### src/rtl/mem_access_stage_if.sv
// Data-memory request/acknowledge port used by the MEM-stage controller.
// master = pipeline stage issuing requests, slave = memory responder.
interface mem_access_stage_if;
  logic        dm_req;
  logic        dm_we;
  logic [31:0] dm_addr;
  logic [31:0] dm_wdata;
  logic [31:0] dm_rdata;
  logic        dm_ack;

  modport master (
    output dm_req,
    output dm_we,
    output dm_addr,
    output dm_wdata,
    input  dm_rdata,
    input  dm_ack
  );

  modport slave (
    input  dm_req,
    input  dm_we,
    input  dm_addr,
    input  dm_wdata,
    output dm_rdata,
    output dm_ack
  );
endinterface

### src/rtl/mem_access_stage.sv
// MEM-stage controller: runs loads/stores over a variable-latency req/ack port and stalls upstream.
// Optional macro MEM_ALIGN_CHECK_EN: misaligned memory ops are dropped with an align_err pulse.
module mem_access_stage #(
  parameter int unsigned TIMEOUT = 16
) (
  input  logic                clk,
  input  logic                rst,
  input  logic [31:0]         ALURes,
  input  logic [31:0]         grf_out_B,
  input  logic [31:0]         ext,
  input  logic [4:0]          reg_write_no,
  input  logic                MemRead,
  input  logic                MemWrite,
  input  logic                RegWrite,
  input  logic [1:0]          DatatoReg,
  output logic                stall,
  mem_access_stage_if.master  dm,
  output logic [31:0]         wb_ALURes,
  output logic [31:0]         wb_mem_data,
  output logic [31:0]         wb_ext,
  output logic [4:0]          wb_reg_write_no,
  output logic                wb_RegWrite,
  output logic [1:0]          wb_DatatoReg,
  output logic                bus_err,
  output logic                align_err
);

  typedef enum logic [0:0] {
    IDLE   = 1'b0,
    ACCESS = 1'b1
  } state_t;

  localparam logic [7:0] CNT_LAST = 8'(TIMEOUT - 32'd1);

  state_t     state_r;
  logic [7:0] cnt_r;
  logic       mem_op_s;
  logic       misalign_s;

  assign mem_op_s = MemRead | MemWrite;

`ifdef MEM_ALIGN_CHECK_EN
  assign misalign_s = (ALURes[1:0] != 2'b00);
`else
  assign misalign_s = 1'b0;
`endif

  // Upstream hold: raised on detect and while waiting, dropped on ack or on the abort cycle.
  always_comb begin
    stall = 1'b0;
    case (state_r)
      IDLE: begin
        if (mem_op_s && !misalign_s) begin
          stall = 1'b1;
        end else begin
          stall = 1'b0;
        end
      end
      ACCESS: begin
        if (dm.dm_ack) begin
          stall = 1'b0;
        end else if (cnt_r == CNT_LAST) begin
          stall = 1'b0;
        end else begin
          stall = 1'b1;
        end
      end
      default: stall = 1'b0;
    endcase
  end

  // Access FSM with registered memory-port, write-back and error outputs.
  always_ff @(posedge clk or negedge rst) begin
    if (!rst) begin
      state_r         <= IDLE;
      cnt_r           <= 8'd0;
      dm.dm_req       <= 1'b0;
      dm.dm_we        <= 1'b0;
      dm.dm_addr      <= 32'd0;
      dm.dm_wdata     <= 32'd0;
      wb_ALURes       <= 32'd0;
      wb_mem_data     <= 32'd0;
      wb_ext          <= 32'd0;
      wb_reg_write_no <= 5'd0;
      wb_RegWrite     <= 1'b0;
      wb_DatatoReg    <= 2'd0;
      bus_err         <= 1'b0;
      align_err       <= 1'b0;
    end else begin
      bus_err   <= 1'b0;
      align_err <= 1'b0;
      case (state_r)
        IDLE: begin
          if (mem_op_s && misalign_s) begin
            wb_ALURes       <= ALURes;
            wb_ext          <= ext;
            wb_reg_write_no <= reg_write_no;
            wb_DatatoReg    <= DatatoReg;
            wb_RegWrite     <= 1'b0;
            wb_mem_data     <= 32'd0;
            align_err       <= 1'b1;
          end else if (mem_op_s) begin
            state_r     <= ACCESS;
            cnt_r       <= 8'd0;
            dm.dm_req   <= 1'b1;
            dm.dm_we    <= MemWrite;
            dm.dm_addr  <= {ALURes[31:2], 2'b00};
            dm.dm_wdata <= grf_out_B;
            wb_RegWrite <= 1'b0;
          end else begin
            wb_ALURes       <= ALURes;
            wb_ext          <= ext;
            wb_reg_write_no <= reg_write_no;
            wb_DatatoReg    <= DatatoReg;
            wb_RegWrite     <= RegWrite;
            wb_mem_data     <= 32'd0;
          end
        end
        ACCESS: begin
          if (dm.dm_ack) begin
            wb_ALURes       <= ALURes;
            wb_ext          <= ext;
            wb_reg_write_no <= reg_write_no;
            wb_DatatoReg    <= DatatoReg;
            wb_RegWrite     <= RegWrite;
            // the latched write enable tells a store (MemWrite wins) from a load
            wb_mem_data     <= dm.dm_we ? 32'd0 : dm.dm_rdata;
            state_r         <= IDLE;
            dm.dm_req       <= 1'b0;
            dm.dm_we        <= 1'b0;
          end else if (cnt_r == CNT_LAST) begin
            wb_ALURes       <= ALURes;
            wb_ext          <= ext;
            wb_reg_write_no <= reg_write_no;
            wb_DatatoReg    <= DatatoReg;
            wb_RegWrite     <= 1'b0;
            wb_mem_data     <= 32'd0;
            bus_err         <= 1'b1;
            state_r         <= IDLE;
            dm.dm_req       <= 1'b0;
            dm.dm_we        <= 1'b0;
          end else begin
            cnt_r       <= cnt_r + 8'd1;
            wb_RegWrite <= 1'b0;
          end
        end
        default: begin
          state_r   <= IDLE;
          cnt_r     <= 8'd0;
          dm.dm_req <= 1'b0;
          dm.dm_we  <= 1'b0;
        end
      endcase
    end
  end

endmodule

### src/flat_wrapper.sv
// flat-port wrapper written by rule: the top's interface ports become plain ports
module mem_access_stage_flat 
#(
  parameter int unsigned TIMEOUT = 16
)
  (clk, rst, ALURes, grf_out_B, ext, reg_write_no, MemRead, MemWrite, RegWrite, DatatoReg, stall, wb_ALURes, wb_mem_data, wb_ext, wb_reg_write_no, wb_RegWrite, wb_DatatoReg, bus_err, align_err, dm_dm_req, dm_dm_we, dm_dm_addr, dm_dm_wdata, dm_dm_rdata, dm_dm_ack);
  mem_access_stage_if dm_i ();
  input  logic clk;
  input  logic rst;
  input  logic [31:0] ALURes;
  input  logic [31:0] grf_out_B;
  input  logic [31:0] ext;
  input  logic [4:0] reg_write_no;
  input  logic MemRead;
  input  logic MemWrite;
  input  logic RegWrite;
  input  logic [1:0] DatatoReg;
  output logic stall;
  output logic [31:0] wb_ALURes;
  output logic [31:0] wb_mem_data;
  output logic [31:0] wb_ext;
  output logic [4:0] wb_reg_write_no;
  output logic wb_RegWrite;
  output logic [1:0] wb_DatatoReg;
  output logic bus_err;
  output logic align_err;
  output wire logic [$bits(dm_i.dm_req)-1:0] dm_dm_req;
  output wire logic [$bits(dm_i.dm_we)-1:0] dm_dm_we;
  output wire logic [$bits(dm_i.dm_addr)-1:0] dm_dm_addr;
  output wire logic [$bits(dm_i.dm_wdata)-1:0] dm_dm_wdata;
  input wire logic [$bits(dm_i.dm_rdata)-1:0] dm_dm_rdata;
  input wire logic [$bits(dm_i.dm_ack)-1:0] dm_dm_ack;
  assign dm_dm_req = dm_i.dm_req;
  assign dm_dm_we = dm_i.dm_we;
  assign dm_dm_addr = dm_i.dm_addr;
  assign dm_dm_wdata = dm_i.dm_wdata;
  assign dm_i.dm_rdata = dm_dm_rdata;
  assign dm_i.dm_ack = dm_dm_ack;
  mem_access_stage #(.TIMEOUT(TIMEOUT)) u_core (.clk(clk), .rst(rst), .ALURes(ALURes), .grf_out_B(grf_out_B), .ext(ext), .reg_write_no(reg_write_no), .MemRead(MemRead), .MemWrite(MemWrite), .RegWrite(RegWrite), .DatatoReg(DatatoReg), .stall(stall), .dm(dm_i), .wb_ALURes(wb_ALURes), .wb_mem_data(wb_mem_data), .wb_ext(wb_ext), .wb_reg_write_no(wb_reg_write_no), .wb_RegWrite(wb_RegWrite), .wb_DatatoReg(wb_DatatoReg), .bus_err(bus_err), .align_err(align_err));
endmodule
### config.mk
export PLATFORM = sky130hd
export DESIGN_NAME = mem_access_stage_flat
export DESIGN_NICKNAME = d
export VERILOG_FILES = /design/src/rtl/mem_access_stage_if.sv /design/src/rtl/mem_access_stage.sv /design/src/flat_wrapper.sv
export SDC_FILE = /design/constraint.sdc
export NUM_CORES = 1
export LEC_CHECK = 0
export ABC_CLOCK_PERIOD_IN_PS = 4200
export CAP_MARGIN = 20
export CORE_ASPECT_RATIO = 1.2
export CORE_MARGIN = 3
export CORE_UTILIZATION = 44
export DETAILED_ROUTE_END_ITERATION = 12
export PLACE_DENSITY = 0.89
export SLEW_MARGIN = 20
export SYNTH_ARGS = -nofsm -noshare
export SYNTH_HDL_FRONTEND = slang
export SYNTH_SLANG_ARGS = --single-unit
### constraint.sdc
create_clock -name clk -period 4.2 [get_ports clk]
set_input_delay 0.84 -clock clk [delete_from_list [all_inputs] [get_ports clk]]
set_output_delay 0.84 -clock clk [all_outputs]
set_load 0.01 [all_outputs]
==> metrics.txt <==
# TYPE chip_impl_metric gauge
chip_impl_metric{name="tritoncts.num_buffers",unit=""} 17
chip_impl_info{name="commonest_non_fill_non_tap_cell_in_the_layout",value="sky130_fd_sc_hd__clkdlybuf4s50_1"} 1
chip_impl_metric{name="hold_buffers",unit=""} 0
chip_impl_metric{name="grt_pass1_vias",unit=""} 5683
chip_impl_metric{name="drive_gt1_frac",unit=""} 0.1181
chip_impl_metric{name="area_growth_syn_to_layout",unit="%"} 57.19
chip_impl_metric{name="num_vias",unit=""} 5411
chip_impl_metric{name="placement.io_buffers",unit=""} 310
chip_impl_metric{name="cell_rows",unit=""} 48
chip_impl_metric{name="yosys_register_bits",unit=""} 178
chip_impl_metric{name="pin_count_of_the_biggest_net_entering_global_routing",unit=""} 109
chip_impl_metric{name="slew-limit-headroom",unit=""} 0.4076
chip_impl_metric{name="power.share.sequential",unit=""} 0.390
chip_impl_metric{name="avgViaCountPerCell",unit=""} 4.969
chip_impl_metric{name="vdd.ir_drop.worst",unit="uV"} 379.2
chip_impl_metric{name="gp_routability_congestion",unit=""} 0.7863
chip_impl_metric{name="clock-sinks",unit=""} 178
chip_impl_metric{name="finalPower",unit="mW"} 6.704
chip_impl_metric{name="crit_required",unit="ps"} 3360
chip_impl_info{name="timing.hold.worst.class",value="input port to asynchronous set/reset pin"} 1
chip_impl_metric{name="htree_levels",unit=""} 4
chip_impl_metric{name="finalMaxSlewViolations",unit=""} 0
chip_impl_metric{name="fin_cells",unit=""} 1089
chip_impl_metric{name="boundaryPins",unit=""} 314
chip_impl_metric{name="yosysWarningCount",unit=""} 0
chip_impl_metric{name="path_max_fanout",unit=""} 4
chip_impl_metric{name="wire_length_of_the_first_global_routing_pass",unit="mm"} 30.75
chip_impl_metric{name="switchingPower",unit="mW"} 2.123
chip_impl_info{name="rsz_0062_raised_after_global_routing",value="false"} 1
chip_impl_metric{name="synth.cell_area",unit="um2"} 6728
chip_impl_metric{name="switching_share",unit=""} 0.3166
chip_impl_metric{name="grt.total_usage",unit=""} 0.2333
chip_impl_metric{name="period_share",unit=""} 0.7650
chip_impl_metric{name="place.detailed.instances",unit=""} 1058
chip_impl_metric{name="timing.fmax",unit="GHz"} 0.3112
chip_impl_metric{name="cp_data_arrival_time",unit="ps"} 2370
chip_impl_metric{name="worstMarginPinSlew",unit="ps"} 888.6
chip_impl_metric{name="worst_hold_slack",unit="ps"} 451.4
chip_impl_metric{name="drc",unit=""} 0
chip_impl_metric{name="post_drt_wl_per_cell",unit="um"} 17.91
chip_impl_metric{name="dr_wl_met3",unit="mm"} 1.203
chip_impl_info{name="run_status",value="complete, no violations"} 1
chip_impl_metric{name="power_frac_clock",unit=""} 0.227
chip_impl_metric{name="post-dp-hpwl",unit="mm"} 13.75
chip_impl_metric{name="cap_violations",unit=""} 0
chip_impl_metric{name="report.final.hold_viol_count",unit=""} 0
chip_impl_metric{name="avg_cell_area_syn",unit="um2"} 11.74
chip_impl_metric{name="finalNetCount",unit=""} 1019
chip_impl_metric{name="post_synth_inst_count",unit=""} 573
chip_impl_metric{name="cts_setup_buffers",unit=""} 0
chip_impl_metric{name="grt_overflow_total",unit=""} 0
chip_impl_metric{name="cts_resized",unit=""} 0
chip_impl_metric{name="area_taken_by_flip_flops_and_latches",unit="um2"} 4454
chip_impl_metric{name="multiInputGateArea",unit="um2"} 2128
chip_impl_metric{name="synth-seq-area-share",unit=""} 0.6621
chip_impl_metric{name="antenna_left",unit=""} 0
chip_impl_info{name="top_layer",value="met4"} 1
chip_impl_metric{name="core_area",unit="um2"} 14650
chip_impl_info{name="cell_at_the_root_of_the_clock_tree",value="sky130_fd_sc_hd__clkbuf_16"} 1
chip_impl_metric{name="setup-tns-final",unit="ps"} 0
chip_impl_info{name="cts_tree",value="done"} 1
chip_impl_metric{name="insertedDiodeCount",unit=""} 0
chip_impl_metric{name="worst_clock_skew",unit="ps"} 13.99
chip_impl_metric{name="fillCellCount",unit=""} 1033
chip_impl_metric{name="power_leakage",unit="nW"} 4.819
chip_impl_metric{name="chipWidth",unit="um"} 118.9
chip_impl_metric{name="drt_iter0_markers",unit=""} 356
chip_impl_metric{name="grt_antenna_before_repair",unit=""} 0
chip_impl_metric{name="wl",unit="mm"} 19.50
chip_impl_metric{name="clk_latency",unit="ps"} 420
chip_impl_metric{name="met2RoutedLength",unit="mm"} 10.36
chip_impl_metric{name="routedLengthMet1",unit="mm"} 7.284
chip_impl_metric{name="period_minus_slack",unit="ps"} 3213
chip_impl_metric{name="p_int",unit="mW"} 4.582
chip_impl_metric{name="floorplan.initialDensity",unit=""} 0.4591
chip_impl_metric{name="p_per_area",unit="nW/um2"} 634.0
chip_impl_metric{name="worst_setup_hold_path_clk_slew",unit="ps"} 60
chip_impl_metric{name="dr.pass1.iters",unit=""} 5
chip_impl_metric{name="max-clock-path-buffers",unit=""} 2
chip_impl_metric{name="synth_cell_types",unit=""} 29
chip_impl_info{name="worst_setup_path_end_kind",value="output pin"} 1
chip_impl_info{name="layout_common_cells",value="309 x sky130_fd_sc_hd__clkdlybuf4s50_1, 224 x sky130_fd_sc_hd__nand2_1, 178 x sky130_fd_sc_hd__dfrtp_1"} 1
chip_impl_metric{name="dieArea",unit="um2"} 16820
chip_impl_info{name="criticalPathCategory",value="input port to output pin"} 1
chip_impl_metric{name="chipHeight",unit="um"} 141.5
chip_impl_metric{name="p_comb_frac",unit=""} 0.383
chip_impl_metric{name="final_count_of_negative_setup_slack_endpoints",unit=""} 0
chip_impl_info{name="crit_path_start_kind",value="input port"} 1
stage by stage:
| step | util | setup WS [ps] | instance area (um2) |
|---|---|---|---|
| final | 0.7217 | 986.9 | 10580 |
| after global routing | 0.7217 | 913.2 | 10580 |
| after CTS | 0.7214 | 981.1 | 10570 |
| after detailed placement | 0.6831 | 988.9 | 10010 |
| after global placement | 0.6831 | 994.2 | 10010 |
| after floorplan | - | 1725 | 6735 |
routing by layer:
layer,global-route usage,vias to the layer above
met1,0.2629,2663
met5,0,-
met2,0.4132,209
met3,0.07018,40
met4,0.09640,0
li1,-,2499
final cells by class:
class / count / share of cell area
clock inverter: 11 / 0.009820
tap: 200 / 0.02366
sequential: 178 / 0.4212
timing repair buffer: 316 / 0.2993
inverter: 4 / 0.001538
multi-input combinational: 360 / 0.2013
clock buffer: 20 / 0.04319
registers in the layout (all words and copies together), names as in the netlist:
register,flops
u_core.dm.dm_req,1
u_core.wb_ext,32
u_core.bus_err,1
u_core.dm.dm_we,1
u_core.cnt_r,8
u_core.wb_mem_data,32
u_core.wb_ALURes,32
u_core.wb_RegWrite,1
u_core.wb_reg_write_no,5
u_core.dm.dm_addr,30
u_core.dm.dm_wdata,32
u_core.wb_DatatoReg,2
u_core.state_r,1
synth_stat cells:
cell type	count	area, um2
sky130_fd_sc_hd__o21ai_0	3	15.01
sky130_fd_sc_hd__o21bai_1	1	7.510
sky130_fd_sc_hd__buf_4	3	22.52
sky130_fd_sc_hd__inv_1	3	11.26
sky130_fd_sc_hd__nand4b_1	2	17.52
sky130_fd_sc_hd__ha_1	1	12.51
sky130_fd_sc_hd__nor3_1	1	5.000
sky130_fd_sc_hd__a21oi_1	2	10.01
sky130_fd_sc_hd__a22o_1	34	297.8
sky130_fd_sc_hd__dfrtp_1	178	4454
sky130_fd_sc_hd__o211ai_1	2	15.01
sky130_fd_sc_hd__o311ai_0	1	8.760
sky130_fd_sc_hd__o32ai_1	1	8.760
sky130_fd_sc_hd__mux2i_1	1	10.01
sky130_fd_sc_hd__nand2b_1	2	12.51
sky130_fd_sc_hd__conb_1	1	3.750
sky130_fd_sc_hd__nand4_1	1	6.260
sky130_fd_sc_hd__buf_2	13	65.06
sky130_fd_sc_hd__nor4_1	2	12.51
sky130_fd_sc_hd__or4_1	1	7.510
sky130_fd_sc_hd__o2bb2ai_4	1	27.53
sky130_fd_sc_hd__clkbuf_1	17	63.81
sky130_fd_sc_hd__and3_1	5	31.28
sky130_fd_sc_hd__nor2_1	3	11.26
sky130_fd_sc_hd__nand3_1	5	25.02
sky130_fd_sc_hd__inv_2	1	3.750
sky130_fd_sc_hd__nand2_1	224	840.8
sky130_fd_sc_hd__or4_4	1	11.26
sky130_fd_sc_hd__mux2_2	63	709.4
worst max-delay path, cell delays in order:
cell and delay, ps:
sky130_fd_sc_hd__clkdlybuf4s50_1 450, sky130_fd_sc_hd__nand2b_1 250, sky130_fd_sc_hd__o2bb2ai_4 190, sky130_fd_sc_hd__clkinv_2 60, sky130_fd_sc_hd__clkdlybuf4s50_1 570
worst paths after layout:
kind | startpoint | endpoint | slack (ps) | cells past startpoint
setup / recovery | dm_dm_ack | stall | 990 | 5
hold / removal | rst | u_core.dm.dm_wdata[29] | 450 | 1
setup reg to reg | u_core.cnt_r[4] | u_core.cnt_r[7] | 1850 | 4
hold reg to reg | u_core.wb_ALURes[0] | u_core.wb_ALURes[0] | 460 | 2
max in group asynchronous | rst | u_core.wb_ext[9] | 2810 | 2
min in group clk | u_core.wb_ALURes[0] | u_core.wb_ALURes[0] | 460 | 2
power groups by stage:
stage,Sequential [mW],Clock (mW),Combinational (mW)
floorplan,2.87,0,0.786
global placement,2.59,0,2.53
detailed placement,2.64,0,2.59
CTS,2.62,1.55,2.61
global route,2.70,1.62,2.75
finish,2.61,1.52,2.57
logic make-up (layout without fill, tap and decap cells):
family	after synthesis	after routing	share of synthesized area
AOI/OAI and AO/OA	45	45	0.05803
adders and majority gates	1	1	0.001859
buffers and inverters	37	351	0.02473
DFF	178	178	0.6621
muxes	64	64	0.1069
other	1	3	0.0005574
and+or+nand+nor	247	247	0.1458
Power figures use the tool's default switching activity.
==> RTL change 1, RTL diff (config.mk and constraints unchanged) <==
Reset style: synchronous (`rst`), changed in one clocked block.
--- a/src/rtl/mem_access_stage.sv
+++ b/src/rtl/mem_access_stage.sv
@@ -70,7 +70,7 @@
   end
 
   // Access FSM with registered memory-port, write-back and error outputs.
-  always_ff @(posedge clk or negedge rst) begin
+  always_ff @(posedge clk) begin
     if (!rst) begin
       state_r         <= IDLE;
       cnt_r           <= 8'd0;
Behaviour: differs if rst is asserted again (counterexample within 4 cycles, from zero or initial values and one cycle with rst low); with rst held inactive, the same outputs for 4 cycles.
==> RTL change 1 against the original RTL <==
- wire length up 6.0%
- area after synthesis down 3.6%
- worst setup slack worse by 130 ps
- cell count up 10%
- sequential share of layout area down 7.0 points
- hold slack about the same
- cell area down 4.1%
- sequential cell count unchanged
Power is not compared: it rests on default switching activity, and its combinational part moved more than twofold at a synthesized area within 25%.
==> RTL change 1: results (changes against the original RTL) <==
Status -> completed (unchanged)
GP Congestion -> 0.817 (was 0.786)
Hold WS -> 451 ps (about the same)
PortBufs -> 310 (unchanged)
Sequential share of the synthesized area -> 54.9% (was 66.2%)
H-tree Lvls -> 4 (unchanged)
First-pass GRT wire length -> 31800 um (was 30700 um)
All-layer global routing usage -> 24.7% (was 23.3%)
DP HPWL -> 13900 um (was 13700 um)
Min-Delay Endpoint -> u_core.dm.dm_wdata[0]
Worst Hold Class -> flip-flop to flip-flop (was input pin to async pin)
Largest net degree at the start of global routing -> 87 (was 109)
Leakage -> 3.72 nW
Rel. slew slack -> 39.3% (was 40.8%)
Peak VDD IR -> 0.000263 V
Reg2reg start -> u_core.state_r (was u_core.cnt_r[4])
Layout cells sized above 1 -> 4.58% (was 11.8%)
Area contributors post-synth -> dfxtp_1, a21oi_1, nand2_1 (was dfrtp_1, nand2_1, mux2_2)
Max Buffers Root-to-Sink -> 2 (unchanged)
Num CTS Buffers -> 17 (unchanged)
Register-to-register setup slack -> 1880 ps (was 1850 ps)
Post-synth ARST share -> 0% (was 100%)
Reg2reg end -> u_core.wb_mem_data[13] (was u_core.cnt_r[7])
Synth Instances -> 746 (was 573)
Worst Skew -> 8.15 ps (was 14.0 ps)
Vias in the first global route -> 6167 (was 5683)
Worst-Skew Late Latency -> 420 ps (about the same)
Diode count -> 0 (unchanged)
Drt pass-1 iters -> 4 (was 5)
Clock Root Buffer -> clkbuf_16 (unchanged)
WL per Instance -> 17.2 um (was 17.9 um)
CTS clk-pin slew, worst paths -> 60 ps (about the same)
Placed cells -> 1170 (was 1058)
Commonest cells in the synthesized netlist -> dfxtp_1, a21oi_1, nand2_1 (was nand2_1, dfrtp_1, mux2_2)
Unique masters post-synth -> 34 (was 29)
Via/cell ratio -> 5.33 (was 4.97)
Ys flop type -> dfxtp_1 (was dfrtp_1)
Worst hold start -> u_core.dm.dm_wdata[0]
Min-Delay Path Depth -> 2
Synth Warn # -> 0 (unchanged)
Initial DRC Count -> 509 (was 356)
Post-CTS setup buffers -> 0 (unchanged)
Via Count -> 6404 (was 5411)
Post-route ant nets -> 0 (unchanged)
FF-to-FF path depth -> 5 (was 4)
CP max FO -> 6 (was 4)
Post_cts resized -> 0 (unchanged)
Initial antenna violation count -> 0 (unchanged)
-- RTL change 1: worst max-delay path by stage --
stage,cells past startpoint,slack (ps),end,start
after floorplan,4,1850,stall,dm_dm_ack
after global placement,5,880,stall,dm_dm_ack
after detailed placement,5,870,stall,dm_dm_ack
after CTS,5,870,stall,dm_dm_ack
after global routing,5,790,stall,dm_dm_ack
final,5,860,stall,dm_dm_ack
-- RTL change 1: kinds of logic after synthesis --
kind of cell / synth area share [%]
adder cells (fa/ha/maj): 0.193
other: 0.0578
flip-flops: 54.9
AND/OR/NAND/NOR: 15.9
AO/OA/AOI/OAI: 22.6
buffers and inverters: 6.23
multiplexers: 0.154
-- RTL change 1: routing by layer --
| metal | GRT usage (%) | up-vias | wire length, um |
|---|---|---|---|
| met5 | 0 | - | 0 |
| met4 | 10.5 | 0 | 671 |
| met3 | 9.65 | 49 | 2000 |
| met2 | 40.7 | 268 | 10000 |
| met1 | 28.1 | 2963 | 7960 |
| li1 | - | 3124 | - |
-- RTL change 1: final cells by class --
| cell class | count | area [um2] |
|---|---|---|
| sequential | 178 | 3560 |
| timing repair buffer | 320 | 3190 |
| inverter | 4 | 17.5 |
| clock inverter | 8 | 129 |
| tap | 175 | 219 |
| multi-input combinational | 493 | 2560 |
| clock buffer | 23 | 468 |
| fill | 1061 | 4270 |
-- RTL change 1: metrics by stage --
| stage | worst slack [ps] | area, um2 | utilization (%) | total power [mW] |
|---|---|---|---|---|
| floorplan | 1850 | 6490 | - | 2.20 |
| global placement | 877 | 9550 | 66.2 | 2.60 |
| detailed placement | 867 | 9550 | 66.2 | 2.61 |
| CTS | 866 | 10100 | 70.4 | 4.21 |
| global route | 787 | 10100 | 70.4 | 4.34 |
| finish | 859 | 10100 | 70.4 | 4.18 |
-- RTL change 1: report_power, final --
part | total (mW) | leakage, nW | switching, mW | internal (mW)
registers | 1.85 | 1.46 | 0.0557 | 1.80
logic | 0.724 | 1.97 | 0.346 | 0.378
clock network | 1.60 | 0.287 | 0.633 | 0.967
-- RTL change 1: critical path: stages --
cell	delay (ps)
clkdlybuf4s50_1	450
nand2b_1	260
a21o_4	260
nand2_2	130
clkdlybuf4s50_1	550
==> RTL change 2, RTL diff (same settings) <==
Without the edit above. Build with the macro `MEM_ALIGN_CHECK_EN` defined.
--- a/src/rtl/mem_access_stage.sv
+++ b/src/rtl/mem_access_stage.sv
@@ -1,5 +1,7 @@
 // MEM-stage controller: runs loads/stores over a variable-latency req/ack port and stalls upstream.
 // Optional macro MEM_ALIGN_CHECK_EN: misaligned memory ops are dropped with an align_err pulse.
+`define MEM_ALIGN_CHECK_EN
+
 module mem_access_stage #(
   parameter int unsigned TIMEOUT = 16
 ) (
Check against the original RTL: not equivalent (Yosys sat finds a counterexample within 4 cycles, from zero or initial values and one cycle with rst low).
==> RTL change 2 against the original RTL <==
- non-clock buffer count up 3
- cell area up 1.1%
- sequential cell count increased by 1
- wire length grew 1.7%
- area after synthesis rose by 0.56%
- critical path depth up 1
- worst setup slack lost 260 ps
Power is not compared: it rests on default switching activity, and its combinational part moved more than twofold at a synthesized area within 25%.
==> RTL change 2: results (changes against the original RTL) <==
Status -> completed (unchanged)
Commonest cells in the synthesized netlist -> nand2_1, dfrtp_1, mux2_2 (unchanged)
Worst-Skew Late Latency -> 430 ps
Highest routed layer -> met4 (unchanged)
CP max FO -> 6 (was 4)
GP Congestion -> 0.857 (was 0.786)
Transition time of the tightest slew-check pin -> 969 ps (was 889 ps)
Area contributors post-synth -> dfrtp_1, nand2_1, mux2_2 (unchanged)
DP Area -> 10100 um2 (was 10000 um2)
Layout cells sized above 1 -> 12.5% (was 11.8%)
Critical path arrival -> 2640 ps (was 2370 ps)
Drt pass-1 iters -> 4 (was 5)
First-pass GRT wire length -> 30800 um (was 30700 um)
Sequential share of the synthesized area -> 66.2% (about the same)
Num CTS Buffers -> 17 (unchanged)
Worst Skew -> 9.89 ps (was 14.0 ps)
DP HPWL -> 14200 um (was 13700 um)
Peak VDD IR -> 0.000286 V
Max incr delay on CP -> 530 ps (was 570 ps)
Initial DRC Count -> 305 (was 356)
Unique masters post-synth -> 36 (was 29)
Filler cells -> 1036 (was 1033)
Nets -> 1009 (was 1019)
Met3 wire len -> 1400 um (was 1200 um)
PortBufs -> 311 (was 310)
All-layer global routing usage -> 23.4% (was 23.3%)
Core Util, Final -> 71.2% (was 72.2%)
WL per Instance -> 18.3 um (was 17.9 um)
Via/cell ratio -> 5.01 (was 4.97)
Vias in the first global route -> 5805 (was 5683)
WL met1 -> 7500 um (was 7280 um)
Met2 wire len -> 10500 um (was 10400 um)
Largest net degree at the start of global routing -> 74 (was 109)
Post-synth ARST share -> 100% (unchanged)
RTL change 2: path summary, 6_finish.rpt:
kind                                             start                     end  slack (ps)  depth (start not counted)
worst min-delay path                               rst        u_core.wb_ext[5]         430                          1
worst max register to register         u_core.cnt_r[0]     u_core.wb_ALURes[2]        1660                          6
worst min register to register  u_core.dm.dm_wdata[21]  u_core.dm.dm_wdata[21]         470                          2
min in group clk                u_core.dm.dm_wdata[21]  u_core.dm.dm_wdata[21]         470                          2
max in group asynchronous                          rst  u_core.wb_mem_data[24]        2800                          2
worst max-delay path                         dm_dm_ack                   stall         720                          6
RTL change 2: logic make-up after synthesis:
| kind of cell | share of synthesized area [%] |
|---|---|
| DFF | 66.2 |
| muxes | 11.9 |
| AOI/OAI and AO/OA | 6.12 |
| buffers and inverters | 2.05 |
| other | 0.0554 |
| and+or+nand+nor | 13.4 |
| adders and majority gates | 0.185 |
RTL change 2: worst reg2reg max path, stage by stage, from the launching register on:
cell and delay (ps):
dfrtp_1 410, ha_1 240, and4b_1 280, a21oi_2 140
nor2_4 150, buf_4 710, mux2_2 510
RTL change 2: stage by stage:
step	total power [mW]	instances	setup slack, ps	hold WS (ps)
detailed placement	3.32	1052	742	461
CTS	4.97	1084	723	456
global placement	3.28	1052	783	456
global route	5.15	1084	628	480
finish	4.93	1084	724	432
floorplan	2.55	558	1650	482
RTL change 2: layer usage:
layer,track usage [%],vias to the layer above
li1,-,2482
met1,26.9,2705
met2,41.1,205
met3,7.54,34
met4,8.24,0
met5,0,-
RTL change 2: cell type report:
| cell class | count | share of cell area, % |
|---|---|---|
| clock buffers | 21 | 4.31 |
| clock inverters | 11 | 1.40 |
| inverters | 2 | 0.0702 |
| multi-input cells | 348 | 20.1 |
| flip-flops and latches | 179 | 41.9 |
| well taps | 204 | 2.39 |
| repair buffers | 319 | 29.8 |
RTL change 2: where the power goes:
part           switching, mW  internal (mW)  leakage, nW
Combinational          0.492          0.672         2.30
Sequential             0.150           1.97         2.22
Clock                  0.672          0.973        0.294
